`config.mk`:
```
export PLATFORM = sky130hd
export DESIGN_NAME = dff_pipe_flat
export DESIGN_NICKNAME = d
export VERILOG_FILES = /design/src/rtl/dff_pkg.sv /design/src/rtl/dff_pipe_if.sv /design/src/rtl/dff_stage.sv /design/src/rtl/dff_pipe.sv /design/src/flat_wrapper.sv
export SDC_FILE = /design/constraint.sdc
export NUM_CORES = 1
export LEC_CHECK = 0
export ABC_AREA = 1
export CAP_MARGIN = 20
export CORE_ASPECT_RATIO = 1.5
export CORE_MARGIN = 1.5
export CORE_UTILIZATION = 40
export DETAILED_ROUTE_END_ITERATION = 6
export MAX_ROUTING_LAYER = met4
export PLACE_DENSITY_LB_ADDON = 0.12
export REMOVE_ABC_BUFFERS = 1
export SETUP_SLACK_MARGIN = 0.05
export SLEW_MARGIN = 15
export SYNTH_ARGS = -nofsm -noshare
export SYNTH_HDL_FRONTEND = slang
export SYNTH_HIERARCHICAL = 1
export SYNTH_SLANG_ARGS = --single-unit
```
`constraint.sdc`:
```
create_clock -name clk -period 6.4 [get_ports clk]
set_input_delay 1.6 -clock clk [delete_from_list [all_inputs] [get_ports clk]]
set_output_delay 1.6 -clock clk [all_outputs]
set_load 0.02 [all_outputs]
```
`src/rtl/dff_pkg.sv`:
```
// dff_pkg: shared default constants and width helpers for the dff_pipe slice
package dff_pkg;
    localparam int DEF_WIDTH = 8;
    localparam int DEF_DEPTH = 4;
    localparam logic DEF_RESET_BIT = 1'b0;
    function automatic int clog2(input int n);
        int r = 0;
        for (int v = n - 1; v > 0; v = v >> 1) r++;
        return r;
    endfunction
    function automatic int occ_w(input int depth);
        return clog2(depth + 1);
    endfunction
endpackage

```
`src/rtl/dff_pipe_if.sv`:
```
// dff_pipe_if: valid/ready streaming bus plus flush for dff_pipe
interface dff_pipe_if import dff_pkg::*; #(
    parameter int WIDTH = DEF_WIDTH
);
    logic [WIDTH-1:0] din;
    logic din_vld;
    logic din_rdy;
    logic flush;
    logic [WIDTH-1:0] q;
    logic q_vld;
    logic q_rdy;
    modport master (output din, din_vld, flush, q_rdy, input din_rdy, q, q_vld);
    modport slave (input din, din_vld, flush, q_rdy, output din_rdy, q, q_vld);
endinterface

```
`src/rtl/dff_stage.sv`:
```
// dff_stage: one elastic register stage with valid bit and ready computation
module dff_stage import dff_pkg::*; #(
    parameter int WIDTH = DEF_WIDTH,
    parameter logic [WIDTH-1:0] RESET_VAL = {WIDTH{DEF_RESET_BIT}}
) (
    input  logic             clk,
    input  logic             rst_n,
    input  logic             flush,
    input  logic             up_vld,
    input  logic [WIDTH-1:0] up_data,
    input  logic             dn_rdy,
    output logic             rdy,
    output logic             vld,
    output logic [WIDTH-1:0] data
);
    logic load;
    always_comb begin
        rdy = !vld || dn_rdy;
        load = up_vld && rdy && !flush;
    end
    always_ff @(posedge clk or negedge rst_n) begin
        if (!rst_n) begin
            vld <= 1'b0;
            data <= RESET_VAL;
        end else begin
            vld <= !flush && (load || (vld && !dn_rdy));
            if (load) data <= up_data;
        end
    end
endmodule

```
`src/rtl/dff_pipe.sv`:
```
// dff_pipe: elastic DEPTH-stage register pipeline; define DFF_PIPE_OCC_EN to add the occ counter port
module dff_pipe import dff_pkg::*; #(
    parameter int WIDTH = DEF_WIDTH,
    parameter int DEPTH = DEF_DEPTH,
    parameter logic [WIDTH-1:0] RESET_VAL = {WIDTH{DEF_RESET_BIT}}
) (
    input logic clk,
    input logic rst_n,
    dff_pipe_if.slave bus
`ifdef DFF_PIPE_OCC_EN
    ,
    output logic [occ_w(DEPTH)-1:0] occ
`endif
);
    logic [WIDTH-1:0] data [DEPTH];
    logic vld [DEPTH];
    logic rdy [DEPTH+1];
    logic in_fire;
    assign rdy[DEPTH] = bus.q_rdy;
    assign bus.din_rdy = rdy[0] && !bus.flush && rst_n;
    assign in_fire = bus.din_vld && bus.din_rdy;
    assign bus.q = data[DEPTH-1];
    assign bus.q_vld = vld[DEPTH-1];
    for (genvar i = 0; i < DEPTH; i++) begin : g_stage
        logic up_vld;
        logic [WIDTH-1:0] up_data;
        if (i == 0) begin : g_head
            assign up_vld = in_fire;
            assign up_data = bus.din;
        end else begin : g_body
            assign up_vld = vld[i-1];
            assign up_data = data[i-1];
        end
        dff_stage #(.WIDTH(WIDTH), .RESET_VAL(RESET_VAL)) u_stage (
            .clk(clk),
            .rst_n(rst_n),
            .flush(bus.flush),
            .up_vld(up_vld),
            .up_data(up_data),
            .dn_rdy(rdy[i+1]),
            .rdy(rdy[i]),
            .vld(vld[i]),
            .data(data[i])
        );
    end
`ifdef DFF_PIPE_OCC_EN
    localparam int OCC_W = $bits(occ);
    logic out_fire;
    assign out_fire = bus.q_vld && bus.q_rdy;
    always_ff @(posedge clk or negedge rst_n) begin
        if (!rst_n) occ <= '0;
        else occ <= bus.flush ? '0 :
                    (in_fire && !out_fire) ? occ + OCC_W'(1) :
                    (out_fire && !in_fire) ? occ - OCC_W'(1) : occ;
    end
`endif
endmodule

```
`src/flat_wrapper.sv`:
```
// flat-port wrapper written by rule: the top's interface ports become plain ports
module dff_pipe_flat import dff_pkg::*;
#(
    parameter int WIDTH = DEF_WIDTH,
    parameter int DEPTH = DEF_DEPTH,
    parameter logic [WIDTH-1:0] RESET_VAL = {WIDTH{DEF_RESET_BIT}}
)
  (clk, rst_n, bus_din, bus_din_vld, bus_flush, bus_q_rdy, bus_din_rdy, bus_q, bus_q_vld);
  dff_pipe_if #(.WIDTH(WIDTH)) bus_i ();
  input logic clk;
  input logic rst_n;
  input wire logic [$bits(bus_i.din)-1:0] bus_din;
  input wire logic [$bits(bus_i.din_vld)-1:0] bus_din_vld;
  input wire logic [$bits(bus_i.flush)-1:0] bus_flush;
  input wire logic [$bits(bus_i.q_rdy)-1:0] bus_q_rdy;
  output wire logic [$bits(bus_i.din_rdy)-1:0] bus_din_rdy;
  output wire logic [$bits(bus_i.q)-1:0] bus_q;
  output wire logic [$bits(bus_i.q_vld)-1:0] bus_q_vld;
  assign bus_i.din = bus_din;
  assign bus_i.din_vld = bus_din_vld;
  assign bus_i.flush = bus_flush;
  assign bus_i.q_rdy = bus_q_rdy;
  assign bus_din_rdy = bus_i.din_rdy;
  assign bus_q = bus_i.q;
  assign bus_q_vld = bus_i.q_vld;
  dff_pipe #(.WIDTH(WIDTH), .DEPTH(DEPTH), .RESET_VAL(RESET_VAL)) u_core (.clk(clk), .rst_n(rst_n), .bus(bus_i));
endmodule
```
==> flow_metrics.tcl, run 1 <==
set metrics [dict create \
    syn_avg_cell_area_sq_um 9.236 \
    netlist.top_cell.by_area "dfrtp_1" \
    r2r_start "u_core/g_stage[3].u_stage/vld" \
    ctsHoldBuffers 0 \
    core-area_sq_um 3649 \
    cts_resized 0 \
    ys.flop_type "dfrtp_1" \
    final.hold.worst_slack_ns 0.4699 \
    clock_latency_ns 0.28 \
    endpoint_kind "primary output" \
    power_mw 0.4839 \
    period_share_pct 86.34 \
    syn_area_sq_um 1524 \
    cp_data_arrival_time_ns 3.93 \
    dpl.hpwl_um 1972 \
    yosysMostFrequentCell "nand2_1" \
    cts_htree_levels 2 \
    synthCells 165 \
    clkTransAtPathRegs_ns 0.06 \
    critPathLaunch "bus_q_rdy" \
    antenna_found_initial 0 \
    post-route-min-period_ns 5.526 \
    gp_congestion 0.7087 \
    crit_fanout 11 \
    fin_setup_tns_ns 0 \
    leakagePower_nw 0.9768 \
    skew_ns 0.001476 \
    wl_per_cell_um 11.07 \
    drive_above_1_share_pct 13.61 \
    drc 0 \
    overflow 0 \
    ir_worst_vdd_mv 0.1877 \
    synthTopCellsByArea "dfrtp_1 (59%), nand2_1 (16%), nand3_1 (11%)" \
    drt_first_iter_violations 28 \
    clock-sinks 36 \
    firstDrtPassIters 4 \
    gr-usage-all-layers_pct 15.42 \
    final_area_sq_um 1872 \
    fillers 366 \
    p_per_area_nw_per_um2 258.5 \
    worst_pin_slew_ns 0.5673 \
    dieArea_sq_um 4197 \
    outcome "finished, final reports clean" \
    cts-root-buf "clkbuf_8" \
    routed_wl_um 2591 \
    detailroute.via_count 1112 \
    cts_tree "built" \
    max_slew_margin_pct 62.06 \
    crit_required_ns 4.80 \
    ios 23 \
    fmax_ghz 0.1810 \
    grt_max_degree 37 \
    clk_path_buf_depth 2 \
    synthArstFlopShare_pct 100.0 \
    flow.area_growth_from_synthesis_pct 22.82 \
    maxCapViolations 0 \
    grt_pass1_vias 1150 \
    viasPerCell 4.752 \
    min_from "u_core/g_stage[3].u_stage/data[1]" \
    io_buffers 22 \
    synth_seq_cells 36 \
    post-cts-setup-buffers 0 \
    initial_core_util_pct 41.77 \
    ys_warn_count 6 \
    fp.dieW_um 53.40 \
    cts_buffers 5 \
    place_area_sq_um 1775 \
    yosysSeqAreaShare_pct 59.11 \
    synth.distinct_cells 12 \
    drt.antenna.violating_nets 0 \
    n_antenna_cell 0 \
    synth_enable_flop_cells 0 \
    start_kind "input port" \
    hold_viol_final 0 \
    final_nets 204 \
    grt_pass1_wl_um 4664 \
    path_class "in -> out" \
    fp.dieH_um 78.60 \
    yosysTopAreaCellShare_pct 59.11 \
    synthTopCellsByCount "nand2_1 (64), dfrtp_1 (36), nand3_1 (32)" \
    setup_viol 0 \
    hold_path_class "reg -> reg" \
    rsz0062_at_grt "false" \
    finalMaxSlewViolations 0 \
    row_count 27 \
]
metrics by stage:
stage	utilization, %	instances	setup slack (ns)
floorplan	-	161	2.052
global placement	48.66	227	0.9224
detailed placement	48.66	227	0.8636
CTS	51.30	234	0.8613
global route	51.30	234	0.6684
finish	51.30	234	0.8743
worst paths after layout:
check,cells past startpoint,slack (ns),end
worst min register to register,2,0.47,u_core/g_stage[3].u_stage/data[1]
max in group asynchronous,2,4.26,u_core/g_stage[0].u_stage/data[0]
worst min-delay path,2,0.47,u_core/g_stage[3].u_stage/data[1]
worst max register to register,14,4.11,u_core/g_stage[0].u_stage/data[4]
min in group asynchronous,2,1.83,u_core/g_stage[3].u_stage/data[1]
worst max-delay path,12,0.87,bus_din_rdy
worst max-delay path, cell delays in order:
cell	delay (ns)
clkdlybuf4s50_1	0.46
inv_1	0.04
nand2_2	0.18
inv_1	0.08
nand2_2	0.20
inv_1	0.08
nand2_2	0.20
inv_1	0.08
nand2_2	0.21
nand3_2	0.13
inv_1	0.07
clkdlybuf4s50_1	0.59
area by class of cell:
class	instances	area (sq um)	share of cell area [%]
Sequential cell	36	900.9	48.13
Multi-Input combinational cell	114	551.8	29.48
Timing Repair Buffer	23	227.7	12.17
Clock buffer	7	96.34	5.147
Tap cell	43	53.80	2.874
Inverter	11	41.29	2.206
cells by family after synthesis:
family                 synth area share, %
AO/OA/AOI/OAI                        1.314
buffers and inverters                4.680
flip-flops                           59.11
AND/OR/NAND/NOR                      34.89
power by group:
group | switching (mW) | total, mW | internal, mW
Sequential | 0.0151 | 0.271 | 0.256
Combinational | 0.0253 | 0.0464 | 0.0211
Clock | 0.0707 | 0.166 | 0.0957
cells in the final DEF, fill, tap and decap left out, drive strengths merged:
cell,netlist,routed
buf,4,1
inv,11,11
dfrtp,36,36
clkdlybuf4s50,0,22
nor2,5,5
a21oi,4,4
nand3,33,33
nand2,72,72
clkbuf,0,7
routing by layer:
metal / track usage [%] / share of wire, % / vias to the layer above
met5: - / 0 / -
met4: 5.385 / 0.81 / 0
met3: 5.323 / 4.2 / 2
met2: 28.02 / 55 / 24
met1: 14.20 / 39 / 514
li1: - / - / 572
flip-flops by register name (all words and copies together) (netlist names):
register                     flops
u_core/g_stage.u_stage/data     32
u_core/g_stage.u_stage/vld       4
Power figures use the tool's default switching activity.
==> run 2: changes to the inputs <==
--- a/config.mk
+++ b/config.mk
@@ -8,7 +8,7 @@
 export ABC_AREA = 1
 export CAP_MARGIN = 20
 export CORE_ASPECT_RATIO = 1.5
-export CORE_MARGIN = 1.5
+export CORE_MARGIN = 10
 export CORE_UTILIZATION = 40
 export DETAILED_ROUTE_END_ITERATION = 6
 export MAX_ROUTING_LAYER = met4
==> flow_metrics.tcl, run 2 (synthesis results as in run 1) <==
set metrics [dict create \
    n_antenna_cell 0 \
    hold_path_class "reg -> reg" \
    register_area_sq_um 900.9 \
    firstDrtPassIters 4 \
    final_nets 204 \
    gp_congestion 0.7292 \
    flow.area_growth_from_synthesis_pct 22.82 \
    largest-register "u_core/g_stage.u_stage/data" \
    worstPathCellList "clkdlybuf4s50_1, inv_1, nand2_2, inv_1, nand2_2, inv_1, nand2_2, inv_1, nand2_2, nand3_2, inv_1, clkdlybuf4s50_1" \
    routed_wl_um 2804 \
    post-cts-setup-buffers 0 \
    grt_pass1_vias 1221 \
    viasPerCell 4.726 \
    detailroute.via_count 1106 \
    ios 23 \
    overflow 0 \
    outcome "finished, final reports clean" \
    clock-sinks 36 \
    ctsHoldBuffers 0 \
    use_met1_pct 8.118 \
    drc 0 \
    grtUsageMet3_pct 3.846 \
    gr-usage-all-layers_pct 9.479 \
    clk_path_buf_depth 2 \
    grt_util_met2_pct 17.79 \
    crit_slowest_cell "clkdlybuf4s50_1" \
    crit_fanout 11 \
    rsz0062_at_grt "false" \
    row_count 27 \
    grt_max_degree 37 \
    antenna_found_initial 0 \
    post-route-min-period_ns 5.547 \
    multi_input_area_sq_um 551.8 \
    period_share_pct 86.68 \
    dieArea_sq_um 6729 \
    fin_setup_tns_ns 0 \
    layout.cells.non_filler 234 \
    start_kind "input port" \
    clkTransAtPathRegs_ns 0.07 \
    fin_ws_ns 0.8526 \
    endpoint_kind "primary output" \
    fp.dieH_um 95.60 \
    hold_viol_final 0 \
    cts-root-buf "clkbuf_8" \
    crit_top_cell "inv_1" \
    max_slew_margin_pct 63.34 \
    p_per_area_nw_per_um2 259.1 \
    dpl.hpwl_um 2144 \
    drive_above_1_share_pct 13.61 \
    final_cell_mix "nand2_1 (64), dfrtp_1 (36), nand3_1 (32)" \
    cts_htree_levels 2 \
    initial_core_util_pct 41.39 \
    maxCapViolations 0 \
    wl_per_cell_um 11.98 \
    fmax_ghz 0.1803 \
    io_buffers 22 \
    layout_commonest_cell "nand2_1" \
    final_area_sq_um 1872 \
    largest_register_ffs 32 \
    skew_ns 0.001758 \
    reg_top3 "u_core/g_stage.u_stage/data: 32 flops, u_core/g_stage.u_stage/vld: 4 flops" \
    cts_buffers 5 \
    cp_data_arrival_time_ns 3.95 \
    cts_resized 0 \
    drt_first_iter_violations 33 \
    preCtsSetupSlack_ns 0.8716 \
    core-area_sq_um 3682 \
    clock_latency_ns 0.27 \
    fp.dieW_um 70.40 \
    drt.antenna.violating_nets 0 \
    ir_worst_vdd_mv 0.1626 \
    finalMaxSlewViolations 0 \
    cts_tree "built" \
    grt_pass1_wl_um 5147 \
    crit_required_ns 4.80 \
    dp.cells 227 \
    worst_pin_slew_ns 0.5482 \
    path_class "in -> out" \
    fillers 342 \
    leakagePower_nw 0.9768 \
    place_area_sq_um 1775 \
    grt_busiest_layer "met2" \
    setup_viol 0 \
    max_stage_delay_ns 0.60 \
]
## run 2: cell counts in the layout (fill, tap and decap cells not counted)
Identical to the previous run, type by type.
## run 2: final timing paths
kind                                              startpoint                                 to  slack [ns]  cells past startpoint
hold / removal             u_core/g_stage[3].u_stage/data[3]  u_core/g_stage[3].u_stage/data[3]        0.47                      2
setup / recovery                                   bus_q_rdy                        bus_din_rdy        0.85                     12
min in group asynchronous                              rst_n  u_core/g_stage[3].u_stage/data[6]        1.84                      2
hold reg to reg            u_core/g_stage[3].u_stage/data[3]  u_core/g_stage[3].u_stage/data[3]        0.47                      2
setup reg to reg               u_core/g_stage[3].u_stage/vld  u_core/g_stage[0].u_stage/data[4]        4.10                     14
max in group asynchronous                              rst_n  u_core/g_stage[1].u_stage/data[6]        4.25                      2
## run 2: area by class of cell
cell class / instances / share of cell area (%)
Multi-Input combinational cell: 114 / 29.48
Sequential cell: 36 / 48.13
Timing Repair Buffer: 23 / 12.17
Tap cell: 43 / 2.874
Clock buffer: 7 / 5.147
Inverter: 11 / 2.206
## run 2: metal layers
layer	routed length [um]	share of wire (%)
met2	1537	55
met4	38	1.4
met3	163	5.8
met5	0	0
met1	1063	38
## run 2: worst max-delay path: cells and delay by family
family	cells	cell delay [ns]
and+or+nand+nor	5	0.93
buffers and inverters	7	1.41
## run 2: where the power goes
part / switching, mW / total, mW / internal [mW] / leakage, nW
registers: 0.0155 / 0.271 / 0.256 / 0.483
clock network: 0.0719 / 0.168 / 0.0958 / 0.0503
logic: 0.0247 / 0.0458 / 0.0211 / 0.444
## run 2: per-stage QoR
stage               hold WS, ns  util (%)  power, mW
global placement         0.4532     48.22     0.3214
finish                   0.4686     50.83     0.4849
detailed placement       0.4575     48.22     0.3227
global route             0.4928     50.83     0.5125
CTS                      0.4744     50.83     0.4915
floorplan                0.4425         -     0.2979
